## config.mk

```make
export PLATFORM = sky130hd
export DESIGN_NAME = ahb_console_master
export DESIGN_NICKNAME = d
export VERILOG_FILES = /design/src/rtl/ahb_pkg.sv /design/src/rtl/sync_fifo.sv /design/src/rtl/ahb_console_master.sv
export SDC_FILE = /design/constraint.sdc
export NUM_CORES = 1
export LEC_CHECK = 0
export CAP_MARGIN = 20
export CORE_ASPECT_RATIO = 0.6
export CORE_MARGIN = 3
export CORE_UTILIZATION = 60
export DETAILED_ROUTE_END_ITERATION = 6
export GPL_TIMING_DRIVEN = 0
export PLACE_DENSITY = 0.95
export SLEW_MARGIN = 20
export SYNTH_ARGS = -nofsm -noshare
export SYNTH_HDL_FRONTEND = slang
export SYNTH_SLANG_ARGS = --single-unit
```

## constraint.sdc

```tcl
create_clock -name HCLK -period 8.8 [get_ports HCLK]
set_input_delay 1.76 -clock HCLK [delete_from_list [all_inputs] [get_ports HCLK]]
set_output_delay 1.76 -clock HCLK [all_outputs]
set_load 0.03 [all_outputs]
```

## src/rtl/ahb_pkg.sv

```systemverilog
// ahb_pkg: AHB-Lite encodings, console master FSM states and the
// default console register address shared by the console master.
package ahb_pkg;

  localparam logic [1:0]  HTRANS_IDLE      = 2'b00;
  localparam logic [1:0]  HTRANS_NONSEQ    = 2'b10;
  localparam logic [2:0]  HSIZE_WORD       = 3'b010;
  localparam logic [2:0]  HBURST_SINGLE    = 3'b000;
  localparam logic [3:0]  HPROT_DATA       = 4'b0011;
  localparam logic [31:0] CONSOLE_ADDR_DEF = 32'h5000_0000;

  typedef enum logic [1:0] {
    ST_IDLE,
    ST_ADDR,
    ST_ERR_CANCEL,
    ST_ERR_IDLE
  } cm_state_t;

endpackage

```

## src/rtl/sync_fifo.sv

```systemverilog
// sync_fifo: single-clock FIFO, head read from the storage registers.
// Ports: clk/rst_n, i_push/i_data, i_pop, o_data head, o_full/o_empty/o_count.
module sync_fifo #(
  parameter int WIDTH = 8,
  parameter int DEPTH = 16
) (
  input  logic                     clk,
  input  logic                     rst_n,
  input  logic                     i_push,
  input  logic [WIDTH-1:0]         i_data,
  input  logic                     i_pop,
  output logic [WIDTH-1:0]         o_data,
  output logic                     o_full,
  output logic                     o_empty,
  output logic [$clog2(DEPTH):0]   o_count
);

  localparam int AW = $clog2(DEPTH);

  logic [WIDTH-1:0] r_mem [DEPTH];
  logic [AW:0]      r_wptr;
  logic [AW:0]      r_rptr;
  logic [AW:0]      w_cnt;
  logic             w_push;
  logic             w_pop;

  // Extra pointer bit tells full from empty when the indices match.
  assign w_cnt   = r_wptr - r_rptr;
  assign o_count = w_cnt;
  assign o_full  = (w_cnt == (AW+1)'(DEPTH));
  assign o_empty = (w_cnt == '0);
  assign o_data  = r_mem[r_rptr[AW-1:0]];
  assign w_push  = i_push & ~o_full;
  assign w_pop   = i_pop & ~o_empty;

  always_ff @(posedge clk) begin
    if (!rst_n) begin
      r_wptr <= '0;
      r_rptr <= '0;
    end else begin
      if (w_push) r_wptr <= r_wptr + (AW+1)'(1);
      if (w_pop)  r_rptr <= r_rptr + (AW+1)'(1);
    end
  end

  always_ff @(posedge clk) begin
    if (w_push) r_mem[r_wptr[AW-1:0]] <= i_data;
  end

endmodule

```

## src/rtl/ahb_console_master.sv

```systemverilog
// ahb_console_master: drains queued characters into the VGA console
// register with pipelined single-beat AHB-Lite word writes.
// Ports: HCLK/HRESETn; char_valid/char_data/char_ready source side;
// AHB-Lite master HADDR..HWDATA with HREADY/HRESP; busy, err_count.
module ahb_console_master
  import ahb_pkg::*;
#(
  parameter int          FIFO_DEPTH   = 16,
  parameter logic [31:0] CONSOLE_ADDR = CONSOLE_ADDR_DEF,
  parameter int          MAX_RETRY    = 3
) (
  input  logic        HCLK,
  input  logic        HRESETn,
  input  logic        char_valid,
  input  logic [7:0]  char_data,
  output logic        char_ready,
  output logic [31:0] HADDR,
  output logic [1:0]  HTRANS,
  output logic        HWRITE,
  output logic [2:0]  HSIZE,
  output logic [2:0]  HBURST,
  output logic [3:0]  HPROT,
  output logic        HMASTLOCK,
  output logic [31:0] HWDATA,
  input  logic        HREADY,
  input  logic        HRESP,
  output logic        busy,
  output logic [7:0]  err_count
);

  localparam int CW = $clog2(FIFO_DEPTH) + 1;

  cm_state_t     r_state;
  logic          r_run;
  logic          r_dp_valid;
  logic [7:0]    r_dp_data;
  logic          r_rty_valid;
  logic [7:0]    r_rty_data;
  logic [7:0]    r_rty_cnt;
  logic [7:0]    r_err_cnt;

  logic          w_push;
  logic          w_pop;
  logic          w_full;
  logic          w_empty;
  logic [7:0]    w_fifo_data;
  logic [CW-1:0] w_count;
  logic [7:0]    w_head;
  logic [7:0]    w_rty_next;
  logic          w_nonseq;
  logic          w_work;
  logic          w_more;
  logic          w_accept;
  logic          w_err1;
  logic          w_err2;
  logic          w_ok;
  logic          w_drop;

  sync_fifo #(
    .WIDTH (8),
    .DEPTH (FIFO_DEPTH)
  ) u_fifo (
    .clk     (HCLK),
    .rst_n   (HRESETn),
    .i_push  (w_push),
    .i_data  (char_data),
    .i_pop   (w_pop),
    .o_data  (w_fifo_data),
    .o_full  (w_full),
    .o_empty (w_empty),
    .o_count (w_count)
  );

  assign char_ready = r_run & ~w_full;
  assign w_push     = char_valid & char_ready;

  // Retry slot outranks the FIFO head.
  assign w_head   = r_rty_valid ? r_rty_data : w_fifo_data;
  assign w_work   = r_rty_valid | ~w_empty;
  assign w_nonseq = (r_state == ST_ADDR);
  assign w_accept = w_nonseq & HREADY;
  assign w_pop    = w_accept & ~r_rty_valid;
  // Work left once the head being accepted is gone.
  assign w_more   = r_rty_valid ? ~w_empty : (w_count > CW'(1));

  assign w_err1     = r_dp_valid & ~HREADY & HRESP;
  assign w_err2     = r_dp_valid & HREADY & HRESP;
  assign w_ok       = r_dp_valid & HREADY & ~HRESP;
  assign w_rty_next = r_rty_cnt + 8'd1;
  assign w_drop     = (w_rty_next == 8'(MAX_RETRY));

  assign HTRANS    = w_nonseq ? HTRANS_NONSEQ : HTRANS_IDLE;
  assign HADDR     = w_nonseq ? CONSOLE_ADDR : 32'h0;
  assign HWRITE    = w_nonseq;
  assign HSIZE     = HSIZE_WORD;
  assign HBURST    = HBURST_SINGLE;
  assign HPROT     = HPROT_DATA;
  assign HMASTLOCK = 1'b0;
  assign HWDATA    = r_dp_valid ? {24'h0, r_dp_data} : 32'h0;
  assign busy      = ~w_empty | r_dp_valid | r_rty_valid;
  assign err_count = r_err_cnt;

  always_ff @(posedge HCLK) begin
    if (!HRESETn) begin
      r_state     <= ST_IDLE;
      r_run       <= 1'b0;
      r_dp_valid  <= 1'b0;
      r_dp_data   <= 8'h0;
      r_rty_valid <= 1'b0;
      r_rty_data  <= 8'h0;
      r_rty_cnt   <= 8'h0;
      r_err_cnt   <= 8'h0;
    end else begin
      r_run <= 1'b1;

      unique case (r_state)
        ST_IDLE: begin
          if (w_err1)      r_state <= ST_ERR_CANCEL;
          else if (w_work) r_state <= ST_ADDR;
        end
        ST_ADDR: begin
          // Error cycle 1 withdraws the waiting NONSEQ.
          if (w_err1)                r_state <= ST_ERR_CANCEL;
          else if (HREADY && !w_more) r_state <= ST_IDLE;
        end
        ST_ERR_CANCEL: begin
          if (HREADY) r_state <= ST_ERR_IDLE;
        end
        ST_ERR_IDLE: r_state <= ST_IDLE;
        default:     r_state <= ST_IDLE;
      endcase

      if (w_accept) begin
        r_dp_valid <= 1'b1;
        r_dp_data  <= w_head;
      end else if (HREADY) begin
        r_dp_valid <= 1'b0;
      end

      if (w_accept && r_rty_valid) r_rty_valid <= 1'b0;

      if (w_err2) begin
        if (w_drop) begin
          r_rty_cnt <= 8'h0;
          if (r_err_cnt != 8'hFF) r_err_cnt <= r_err_cnt + 8'd1;
        end else begin
          r_rty_valid <= 1'b1;
          r_rty_data  <= r_dp_data;
          r_rty_cnt   <= w_rty_next;
        end
      end else if (w_ok) begin
        r_rty_cnt <= 8'h0;
      end
    end
  end

endmodule

```

==> impl_metrics.xml <==
<?xml version="1.0" encoding="UTF-8"?>
<metrics>
  <group name="sta">
    <metric name="max_slew_margin" unit="%">42.45</metric>
    <metric name="fin_setup_tns" unit="ns">0</metric>
    <metric name="clock_skew" unit="ns">0.01099</metric>
    <metric name="timing.final.max_slew_violations" unit="">0</metric>
    <metric name="final_min_period_over_clock_period" unit="%">58.71</metric>
    <metric name="unrepaired_setup_endpoints_after_global_routing" unit="">false</metric>
    <metric name="final_report_hold_violation_count" unit="">0</metric>
    <metric name="final_worst_path_period_need" unit="ns">5.167</metric>
    <metric name="worst_slew_pin_slew" unit="ns">0.8632</metric>
    <metric name="max_fclk" unit="GHz">0.1935</metric>
    <metric name="finalWorstSetupSlack" unit="ns">3.633</metric>
    <metric name="finalSetupViolCount" unit="">0</metric>
  </group>
  <group name="floorplan">
    <metric name="die-area" unit="mm²">0.01523</metric>
    <metric name="top_level_pins" unit="">101</metric>
    <metric name="die_y" unit="µm">96.79</metric>
    <metric name="start_util" unit="%">62.77</metric>
    <metric name="die-width" unit="µm">157.3</metric>
    <metric name="rows" unit="">32</metric>
    <metric name="floorplan.core_area" unit="mm²">0.01313</metric>
  </group>
  <group name="clocking">
    <metric name="cts-root-buf" unit="">sky130_fd_sc_hd__clkbuf_16</metric>
    <metric name="cts_tree" unit="">done</metric>
    <metric name="post_cts_buffers" unit="">0</metric>
    <metric name="cts-buffers-inserted" unit="">17</metric>
    <metric name="path_clk_slew" unit="ns">0.07</metric>
    <metric name="clock_tree.htree_level_count" unit="">4</metric>
    <metric name="max_clock_buf_depth" unit="">2</metric>
    <metric name="cts_resized" unit="">0</metric>
    <metric name="cts_num_sinks" unit="">179</metric>
    <metric name="worst_skew_pair.late_latency" unit="ns">0.43</metric>
    <metric name="hold_buffers" unit="">0</metric>
  </group>
  <group name="place">
    <metric name="post-place-cells" unit="">884</metric>
    <metric name="detailed_place.area" unit="mm²">0.009050</metric>
    <metric name="dpl.hpwl" unit="µm">13400</metric>
    <metric name="port-buffer-count" unit="">33</metric>
    <metric name="gp_routability_congestion" unit="">0.8851</metric>
    <metric name="dp_worst_setup_slack" unit="ns">4.163</metric>
  </group>
  <group name="synthesis">
    <metric name="synth_largest_area_cell" unit="">sky130_fd_sc_hd__edfxtp_1</metric>
    <metric name="yosys_register_bits" unit="">179</metric>
    <metric name="synth-warning-count" unit="">0</metric>
    <metric name="syn-instance-count" unit="">615</metric>
    <metric name="yosysSeqAreaShare" unit="%">59.02</metric>
    <metric name="mean_cell_area_of_the_mapped_netlist" unit="µm²">13.40</metric>
    <metric name="async_flop_share" unit="%">0</metric>
    <metric name="synthDistinctLibCells" unit="">53</metric>
    <metric name="synth-edff-count" unit="">128</metric>
    <metric name="post_synth_main_area_contributors" unit="">sky130_fd_sc_hd__edfxtp_1 (47%), sky130_fd_sc_hd__dfxtp_1 (12%), sky130_fd_sc_hd__mux4_2 (8.7%), sky130_fd_sc_hd__buf_4 (6.4%), sky130_fd_sc_hd__mux2i_1 (2.9%)</metric>
    <metric name="netlist_area" unit="mm²">0.008243</metric>
    <metric name="synth_ff_type" unit="">sky130_fd_sc_hd__edfxtp_1</metric>
    <metric name="synthDominantCellAreaShare" unit="%">46.63</metric>
  </group>
  <group name="setup_path">
    <metric name="crit_path_cell_trace" unit="">inv_1 -&gt; ha_1 -&gt; inv_1 -&gt; fa_1 -&gt; xnor2_1 -&gt; nand3b_1 -&gt; a2111oi_4 -&gt; nor2b_1 -&gt; clkdlybuf4s50_1</metric>
    <metric name="cp-end-kind" unit="">primary output</metric>
    <metric name="slowest_stage" unit="">sky130_fd_sc_hd__clkdlybuf4s50_1</metric>
    <metric name="crit_top_cell" unit="">sky130_fd_sc_hd__inv_1</metric>
    <metric name="worst_ep_required_time" unit="ns">7.04</metric>
    <metric name="critical_path_launch_point_type" unit="">flop</metric>
    <metric name="critPathArrivalTime" unit="ns">3.41</metric>
    <metric name="max_fo_critical_path" unit="">9</metric>
    <metric name="slowest_delay" unit="ns">0.63</metric>
    <metric name="r2r_slack" unit="ns">5.52</metric>
    <metric name="timing_worst_setup_path_type" unit="">reg -&gt; out</metric>
  </group>
  <group name="drt">
    <metric name="routed_wirelength" unit="µm">19810</metric>
    <metric name="dr_total_vias" unit="">5656</metric>
    <metric name="avgRoutedWirePerCell" unit="µm">21.62</metric>
    <metric name="first_pass_iters" unit="">6</metric>
    <metric name="route.antenna.remaining_nets" unit="">0</metric>
    <metric name="drt-initial-drc-count" unit="">939</metric>
    <metric name="route.detailed.vias_per_inst" unit="">6.175</metric>
    <metric name="remaining_drc_errors" unit="">0</metric>
  </group>
  <group name="run">
    <metric name="cap_violations" unit="">0</metric>
  </group>
  <group name="power_and_ir_drop">
    <metric name="switching_power" unit="µW">541.9</metric>
    <metric name="seqPwrFrac" unit="%">45.5</metric>
    <metric name="pwr_density_cell" unit="mW/mm²">213.0</metric>
    <metric name="power.switching_fraction" unit="%">26.24</metric>
    <metric name="power_leakage" unit="µW">0.003483</metric>
    <metric name="internal-power" unit="µW">1523</metric>
    <metric name="clock_share_of_power" unit="%">40.1</metric>
    <metric name="combinationalPowerShare" unit="%">14.4</metric>
    <metric name="ir_worst_vdd" unit="mV">0.1741</metric>
  </group>
  <group name="final_layout">
    <metric name="antennaDiodeCount" unit="">0</metric>
    <metric name="filler_cell_count" unit="">775</metric>
    <metric name="numnets_final" unit="">759</metric>
    <metric name="final_design_area_no_fill" unit="mm²">0.009694</metric>
    <metric name="final_layout_size_suffix_gt1_share" unit="%">21.85</metric>
    <metric name="layout-area-overhead-vs-synth" unit="%">17.61</metric>
    <metric name="post-route-util" unit="%">73.82</metric>
    <metric name="instances_no_fill" unit="">916</metric>
  </group>
  <group name="status">
    <metric name="run_status" unit="">completed</metric>
  </group>
  <group name="global_route">
    <metric name="globalRouteTotalUtil" unit="%">26.41</metric>
    <metric name="via_count_of_the_first_global_routing_pass" unit="">5436</metric>
    <metric name="grt-ovfl-total" unit="">0</metric>
    <metric name="antenna_found_initial" unit="">0</metric>
    <metric name="maximum_number_of_pins_on_one_net_before_global_route_repair" unit="">18</metric>
    <metric name="grt_first_pass_wirelength" unit="µm">30280</metric>
  </group>
  <group name="hold_path">
    <metric name="hp-class" unit="">reg -&gt; reg</metric>
  </group>
</metrics>
-- synthesized netlist by cell type (all sizes together) (6+ instances only) --
library cell	count
a21oi	38
nor2b	6
and2	11
a21o	6
o31ai	8
buf	82
clkbuf	15
edfxtp	128
mux2i	24
nand3	15
nand2	46
or4	7
and3	17
inv	11
o211ai	9
mux4	32
nor3	7
o21ai	17
nor2	15
ha	12
mux2	8
dfxtp	51
-- cell type report --
class	instances	area, µm²	area share, %
timing repair buffer	35	342.8	3.536
multi-input combinational	392	2933	30.25
inverter	11	41.29	0.4259
clock inverter	14	215.2	2.220
clock buffer	18	429.2	4.427
buffer	97	655.6	6.763
tap	170	212.7	2.194
sequential	179	4865	50.18
-- final timing paths --
check                             to              from  depth (start not counted)
setup reg to reg  u_fifo.r_mem[9][4]  u_fifo.r_wptr[0]                         10
hold / removal         r_rty_data[4]     r_rty_data[4]                          2
setup / recovery          char_ready  u_fifo.r_wptr[0]                          9
hold reg to reg        r_rty_data[4]     r_rty_data[4]                          2
-- critical path: cells and delay by family (launching register included) --
family	cells	cell delay, ns
compound gates	1	0.57
xor+xnor	1	0.24
fa+ha+maj	2	0.60
buf+inv	3	0.84
flops	1	0.36
simple gates	2	0.35
-- stage by stage --
| step | power, µW | hold WS, ns |
|---|---|---|
| after global placement | 1230 | 0.4430 |
| after detailed placement | 1246 | 0.4608 |
| after CTS | 2056 | 0.4722 |
| final | 2065 | 0.4717 |
| after floorplan | 1162 | 0.4351 |
| after global routing | 2119 | 0.4804 |
-- cell usage in the layout (no fill, tap or decap), types with 6 or more instances in the layout --
| cell | synthesis | final |
|---|---|---|
| sky130_fd_sc_hd__edfxtp_1 | 128 | 128 |
| sky130_fd_sc_hd__buf_4 | 70 | 71 |
| sky130_fd_sc_hd__conb_1 | 2 | 66 |
| sky130_fd_sc_hd__dfxtp_1 | 51 | 51 |
| sky130_fd_sc_hd__nand2_1 | 46 | 46 |
| sky130_fd_sc_hd__a21oi_1 | 38 | 38 |
| sky130_fd_sc_hd__clkdlybuf4s50_1 | 0 | 33 |
| sky130_fd_sc_hd__mux4_2 | 32 | 32 |
| sky130_fd_sc_hd__mux2i_1 | 24 | 24 |
| sky130_fd_sc_hd__and3_1 | 17 | 17 |
| sky130_fd_sc_hd__clkbuf_16 | 0 | 17 |
| sky130_fd_sc_hd__clkbuf_1 | 15 | 16 |
| sky130_fd_sc_hd__nand3_1 | 15 | 15 |
| sky130_fd_sc_hd__o21ai_0 | 15 | 15 |
| sky130_fd_sc_hd__nor2_1 | 14 | 14 |
| sky130_fd_sc_hd__ha_1 | 12 | 12 |
| sky130_fd_sc_hd__inv_1 | 11 | 11 |
| sky130_fd_sc_hd__and2_1 | 11 | 11 |
| sky130_fd_sc_hd__o211ai_1 | 9 | 9 |
| sky130_fd_sc_hd__mux2_2 | 8 | 8 |
| sky130_fd_sc_hd__o31ai_1 | 8 | 8 |
| sky130_fd_sc_hd__or4_1 | 7 | 7 |
| sky130_fd_sc_hd__nor3_1 | 7 | 7 |
| sky130_fd_sc_hd__nor2b_1 | 6 | 6 |
| sky130_fd_sc_hd__a21o_1 | 6 | 6 |
| sky130_fd_sc_hd__buf_2 | 5 | 6 |
-- logic make-up after synthesis --
| kind of cell | synth area share (%) |
|---|---|
| DFF | 59.02 |
| and+or+nand+nor | 10.00 |
| buffers and inverters | 8.455 |
| AOI/OAI and AO/OA | 7.089 |
| muxes | 12.75 |
| adders and majority gates | 2.064 |
| xor gates and xnor gates | 0.5312 |
| other | 0.09111 |
-- per-layer routing --
layer,global-route usage (%),share of wire (%),vias to the layer above
li1,-,-,2415
met1,37.82,39,2686
met2,39.33,45,483
met3,7.331,13,72
met4,9.200,2.7,0
met5,0,0,-
-- flip-flops by register name, indices dropped and copies added (netlist names), named ones only --
signal and count:
r_rty_data 8, r_dp_valid 1, u_fifo.r_rptr 5, u_fifo.r_mem 128, r_state 2, r_run 1
err_count 8, u_fifo.r_wptr 5, r_rty_valid 1, r_dp_data 8, r_rty_cnt 8
-- power by group through the flow --
stage                     Clock (µW)  Combinational (µW)  Sequential, µW
final                            828                 298             939
after global routing             862                 317             940
after CTS                        825                 294             937
after detailed placement           0                 291             956
after global placement             0                 277             953
after floorplan                    0                 214             947
Note: power is estimated with default switching activity, not from simulation.
